<file path="config.mk">
export PLATFORM = sky130hd
export DESIGN_NAME = fetch_branch_unit
export DESIGN_NICKNAME = d
export VERILOG_FILES = /design/src/rtl/fetch_branch_unit_pkg.sv /design/src/rtl/fetch_branch_unit_lut.sv /design/src/rtl/fetch_branch_unit.sv
export SDC_FILE = /design/constraint.sdc
export NUM_CORES = 1
export LEC_CHECK = 0
export CAP_MARGIN = 20
export CORE_ASPECT_RATIO = 1.1
export CORE_MARGIN = 2
export CORE_UTILIZATION = 45
export DETAILED_ROUTE_END_ITERATION = 12
export PLACE_DENSITY = 0.74
export SETUP_SLACK_MARGIN = 0.1
export SLEW_MARGIN = 20
export SYNTH_ARGS = -nofsm -noshare
export SYNTH_HDL_FRONTEND = slang
export SYNTH_SLANG_ARGS = --single-unit
export TNS_END_PERCENT = 1
</file>
<file path="constraint.sdc">
create_clock -name CLK -period 3.1 [get_ports CLK]
set_clock_uncertainty 0.2 [all_clocks]
set_input_delay 0.62 -clock CLK [delete_from_list [all_inputs] [get_ports CLK]]
set_output_delay 0.62 -clock CLK [all_outputs]
set_load 0.02 [all_outputs]
</file>
<file path="src/rtl/fetch_branch_unit_pkg.sv">
// Shared types and default widths for the fetch/branch program-counter sequencer.
// No logic here; imported by the sequencer and its optional branch-target table.
// Backpressure: n/a.
package fetch_branch_unit_pkg;

    localparam int PC_W_DEF  = 10;
    localparam int CNT_W_DEF = 16;

    typedef enum logic [1:0] {
        IDLE,
        RUN,
        HALTED
    } fetch_state_e;

endpackage

</file>
<file path="src/rtl/fetch_branch_unit_lut.sv">
// Absolute branch-target table: one synchronous write port, one asynchronous read port.
// Latency: write visible after the CLK edge; read is combinational (same-cycle write not seen).
// Backpressure: none, a write is accepted on every edge where wr_vld is high.
module branch_target_lut #(
    parameter int DEPTH = 16,
    parameter int AW    = $clog2(DEPTH),
    parameter int DW    = 10
) (
    input  logic          CLK,
    input  logic          RESET_N,
    input  logic          wr_vld,
    input  logic [AW-1:0] wr_addr,
    input  logic [DW-1:0] wr_dat,
    input  logic [AW-1:0] rd_addr,
    output logic [DW-1:0] rd_dat
);

    logic [DW-1:0] mem [DEPTH];

    always_ff @(posedge CLK or negedge RESET_N) begin
        if (!RESET_N) begin
            for (int i = 0; i < DEPTH; i++) begin
                mem[i] <= '0;
            end
        end else if (wr_vld) begin
            mem[wr_addr] <= wr_dat;
        end
    end

    assign rd_dat = mem[rd_addr];

endmodule

</file>
<file path="src/rtl/fetch_branch_unit.sv">
// PC sequencer with run/halt control and saturating retire/taken counters; BR_LUT_EN selects absolute LUT branching.
// Latency: BR_FLAG sampled at edge N steers the PC visible right after edge N (no delay slot).
// Backpressure: STALL freezes PC, counters and state; HALT_REQ overrides STALL.
module fetch_branch_unit
    import fetch_branch_unit_pkg::*;
#(
    parameter int PC_W      = PC_W_DEF,
    parameter int CNT_W     = CNT_W_DEF,
    parameter int LUT_DEPTH = 16
) (
    input  logic                         CLK,
    input  logic                         RESET_N,
    input  logic                         START,
    input  logic [PC_W-1:0]              START_ADDR,
    input  logic                         STALL,
    input  logic                         BR_EN,
    input  logic                         BR_FLAG,
    input  logic [7:0]                   BR_OFFSET,
    input  logic                         HALT_REQ,
`ifdef BR_LUT_EN
    input  logic                         LUT_WE,
    input  logic [$clog2(LUT_DEPTH)-1:0] LUT_ADDR,
    input  logic [PC_W-1:0]              LUT_DATA,
`endif
    output logic [PC_W-1:0]              PC,
    output logic                         RUNNING,
    output logic                         DONE,
    output logic [CNT_W-1:0]             INST_COUNT,
    output logic [CNT_W-1:0]             TAKEN_COUNT
);

    fetch_state_e     state_q, state_nxt;
    logic [PC_W-1:0]  pc_q, pc_nxt, br_target;
    logic [CNT_W-1:0] inst_q, inst_nxt, taken_q, taken_nxt;
    logic             done_q, done_nxt;
    logic             br_taken;

    function automatic logic [CNT_W-1:0] sat_inc(input logic [CNT_W-1:0] v);
        return (&v) ? v : v + CNT_W'(1);
    endfunction

    // The ALU raises BR_FLAG for every BR op, so only the decoder's enable makes it meaningful.
    assign br_taken = BR_EN & BR_FLAG;

`ifdef BR_LUT_EN
    localparam int LUT_AW = $clog2(LUT_DEPTH);

    branch_target_lut #(
        .DEPTH (LUT_DEPTH),
        .AW    (LUT_AW),
        .DW    (PC_W)
    ) u_lut (
        .CLK     (CLK),
        .RESET_N (RESET_N),
        .wr_vld  (LUT_WE),
        .wr_addr (LUT_ADDR),
        .wr_dat  (LUT_DATA),
        .rd_addr (BR_OFFSET[LUT_AW-1:0]),
        .rd_dat  (br_target)
    );
`else
    assign br_target = pc_q + PC_W'($signed(BR_OFFSET));
`endif

    always_comb begin
        state_nxt = state_q;
        pc_nxt    = pc_q;
        inst_nxt  = inst_q;
        taken_nxt = taken_q;
        done_nxt  = done_q;
        case (state_q)
            RUN: begin
                if (HALT_REQ) begin
                    state_nxt = HALTED;
                    done_nxt  = 1'b1;
                    inst_nxt  = sat_inc(inst_q);
                end else if (!STALL) begin
                    inst_nxt = sat_inc(inst_q);
                    if (br_taken) begin
                        pc_nxt    = br_target;
                        taken_nxt = sat_inc(taken_q);
                    end else begin
                        pc_nxt = pc_q + PC_W'(1);
                    end
                end
            end
            default: begin
                if (START) begin
                    state_nxt = RUN;
                    pc_nxt    = START_ADDR;
                    inst_nxt  = '0;
                    taken_nxt = '0;
                    done_nxt  = 1'b0;
                end
            end
        endcase
    end

    always_ff @(posedge CLK or negedge RESET_N) begin
        if (!RESET_N) begin
            state_q <= IDLE;
            pc_q    <= '0;
            inst_q  <= '0;
            taken_q <= '0;
            done_q  <= 1'b0;
        end else begin
            state_q <= state_nxt;
            pc_q    <= pc_nxt;
            inst_q  <= inst_nxt;
            taken_q <= taken_nxt;
            done_q  <= done_nxt;
        end
    end

    assign PC          = pc_q;
    assign RUNNING     = (state_q == RUN);
    assign DONE        = done_q;
    assign INST_COUNT  = inst_q;
    assign TAKEN_COUNT = taken_q;

endmodule

</file>
==> results.yml <==
global_routing:
  met1_usage: 0.2694
  met2_usage: 0.3425
  antenna_found_initial: 0
  grtUsageTotal: 0.2052
  grt_max_degree: 27
  overflow: 0
  grt_pass1_wl_mm: 10.93
  grt_pass1_vias: 2373
  grt.busiest_layer: "met2"
  grtUsageMet3: 0.04149
finish:
  fillers: 501
  n_antenna_cell: 0
  areaGrowthSynthToFinish_pct: 34.34
  seq_area_um2: 1101
  drive_gt1_frac: 0.1205
  multi_input_area_um2: 1545
  num-nets-final: 401
  instances_no_fill: 442
synthesis:
  synth_edf_count: 0
  synth_top_area_cell: "dfrtp_1"
  synth.avg_cell_area_um2: 9.402
  synth_nets: 323
  ys_async_sr_fraction: 1.000
  syn_area_um2: 2689
  ys_seq_area_frac: 0.4095
  synth.area.top_cells: "dfrtp_1, xor2_1, ha_1"
  synth_top_family_by_area: "simple AND/OR/NAND/NOR gates"
  synthFlopType: "dfrtp_1"
  synth_common_cells: "dfrtp_1, nor2_1, nand2_1"
  syn_inst: 286
  yosysMostFrequentCell: "dfrtp_1"
  synth-simple-area-share: 0.2643
  synthXorXnorAreaFrac: 0.09121
  netlist.area_leader.share: 0.4095
  synth_warnings: 0
  ys_types: 49
  synth-adder-area-share: 0.05863
  synth_compound_area_frac: 0.1396
  synth.ff_latch_count: 44
  synth_mux_area_frac: 0.01117
timing:
  worst_slew_pin_slew_ps: 548.6
  fmax_mhz: 344.4
  setup_viol: 0
  period_minus_slack_ps: 2904
  fin_crit_sh: 0.9367
  tns_ps: 0
  final_max_slew_viol_count: 0
  hold_viol_final: 0
  rsz0062_at_grt: "true"
  max_slew_margin: 0.6343
place:
  gp_congestion: 0.9270
  io_buffer_count: 68
  dp_cells: 434
  hpwl_mm: 4.836
worst_setup_path:
  crit_type: "input pin to flip-flop"
  slowest_stage: "clkdlybuf4s50_1"
  critPathLaunchType: "input pin"
  cp_max_fo: 3
  critical_path.n_buffers_inverters: 1
  crit_chain: "clkdlybuf4s50_1, nand2_1, or2_2, ha_2, fa_2, a21o_1, a21oi_2, o21ai_2, a211oi_2, a31o_2, a31oi_1"
  crit_arrival_ps: 2890
  max_stage_delay_ps: 470
  cp-end-kind: "flip-flop"
  path_delay_family: "compound AO/OA/AOI/OAI gates"
  cp.required_ps: 3080
cts:
  cts_tree: "built"
  clock_sinks: 44
  cts_buffers: 5
  h-tree-depth: 2
  path_clk_slew_ps: 90
  hold_buffers: 0
  clk_path_buf_depth: 2
  cts-root-buf: "clkbuf_8"
  clock_latency_ps: 300
routing:
  drt-total-wl_mm: 6.513
  drc: 0
  num_vias: 2424
  ant_nets: 0
  drt_iter0_markers: 108
  wire_per_inst_um: 14.74
  drt_pass1_iterations: 5
  via_per_inst: 5.484
power:
  p_leak_nw: 1.521
  vdd_drop_max_mv: 0.4183
  powerDensity_nw_per_um2: 624.2
floorplanning:
  dieArea_um2: 6610
  io_pins: 69
  initial_core_util: 0.4661
  fp.dieH_um: 85.07
  core_um2: 5769
  die_w_um: 77.70
  rows: 29
outcome:
  status: "completed"
job:
  cap_violations: 0
hold_path:
  hp-class: "input pin to async pin"
==> where the power goes <==
group          internal, mW  total, mW  leakage (nW)  switching [mW]
sequential            0.671      0.795         0.584           0.124
combinational         0.494       1.08         0.886           0.588
clock                 0.178      0.379        0.0510           0.200
==> stage by stage <==
step           worst slack [ps]  utilization  instance area [um^2]  power, mW  hold slack, ps
2_1_floorplan             262.8            -                  2689      1.415           124.4
3_3_place_gp             -239.8       0.6059                  3496      1.831           321.6
3_5_place_dp             -327.4       0.6059                  3496      1.852           346.3
4_1_cts                   126.4       0.6231                  3595      2.243           107.2
5_1_grt                   60.52       0.6261                  3612      2.398           125.9
6_report                  196.2       0.6261                  3612      2.255           92.65
==> path summary, 6_finish.rpt <==
path                                       startpoint                          to  slack, ps  depth (start not counted)
max in group asynchronous                     RESET_N  TAKEN_COUNT[5]$_DFFE_PN0P_       1910                          2
setup reg to reg               state_q[1]$_DFFE_PN0P_  INST_COUNT[12]$_DFFE_PN0P_        720                          7
hold reg to reg            TAKEN_COUNT[6]$_DFFE_PN0P_  TAKEN_COUNT[6]$_DFFE_PN0P_        360                          2
setup / recovery                              BR_FLAG           PC[8]$_DFFE_PN0P_        200                         11
min in group CLK           TAKEN_COUNT[6]$_DFFE_PN0P_  TAKEN_COUNT[6]$_DFFE_PN0P_        360                          2
hold / removal                                RESET_N   INST_COUNT[8]$_DFFE_PN0P_         90                          1
==> flip-flops by register name, summed over array words and instances, names as in the netlist <==
register	flops
INST_COUNT	16
TAKEN_COUNT	16
PC	10
state_q	2
==> metal layers <==
layer	wire length (um)	share of wire
met2	3178	0.49
met3	292	0.045
met4	98	0.015
met5	0	0
met1	2944	0.45
==> worst reg2reg max path, cell delays in order (launching register included) <==
cell	delay (ps)
dfrtp_1	450
nand2b_1	300
inv_2	260
o21ai_2	170
or3_1	460
nor3_1	200
xnor2_1	150
nor2_1	60
==> placed cells by master, fill, tap and decap left out, drive strengths merged, types with 3 or more instances in the layout <==
cell            n
nor3            7
a21o            4
inv             5
nand4           7
o21ai          14
ha             11
nand2          25
xor2           16
or3             7
or2             3
clkbuf          6
a31oi           4
o22ai           4
a211oi          4
xnor2          12
clkdlybuf4s50  67
nor2           36
buf            12
and4            7
a21oi          16
dfrtp          44
nor4            3
nand3          11
and3           11
a22oi           4
mux2i           3
==> kinds of logic after synthesis <==
logic type / after synthesis
and+or+nand+nor: 127
adders and majority gates: 12
DFF: 44
xor gates and xnor gates: 28
buffers and inverters: 13
muxes: 3
AOI/OAI and AO/OA: 59
==> what timing repair did <==
action                     4_1_cts  5_1_grt
resized for setup                3        4
buffers inserted                 0        0
pin swaps                        2        3
setup endpoints to repair        1        2
==> area by class of cell <==
cell class / count / area share
clock inverters: 2 / 0.002771
clock buffers: 6 / 0.02286
inverters: 5 / 0.005196
repair buffers: 79 / 0.2099
multi-input cells: 229 / 0.4278
well taps: 77 / 0.02667
flip-flops and latches: 44 / 0.3048
Power figures use the tool's default switching activity.
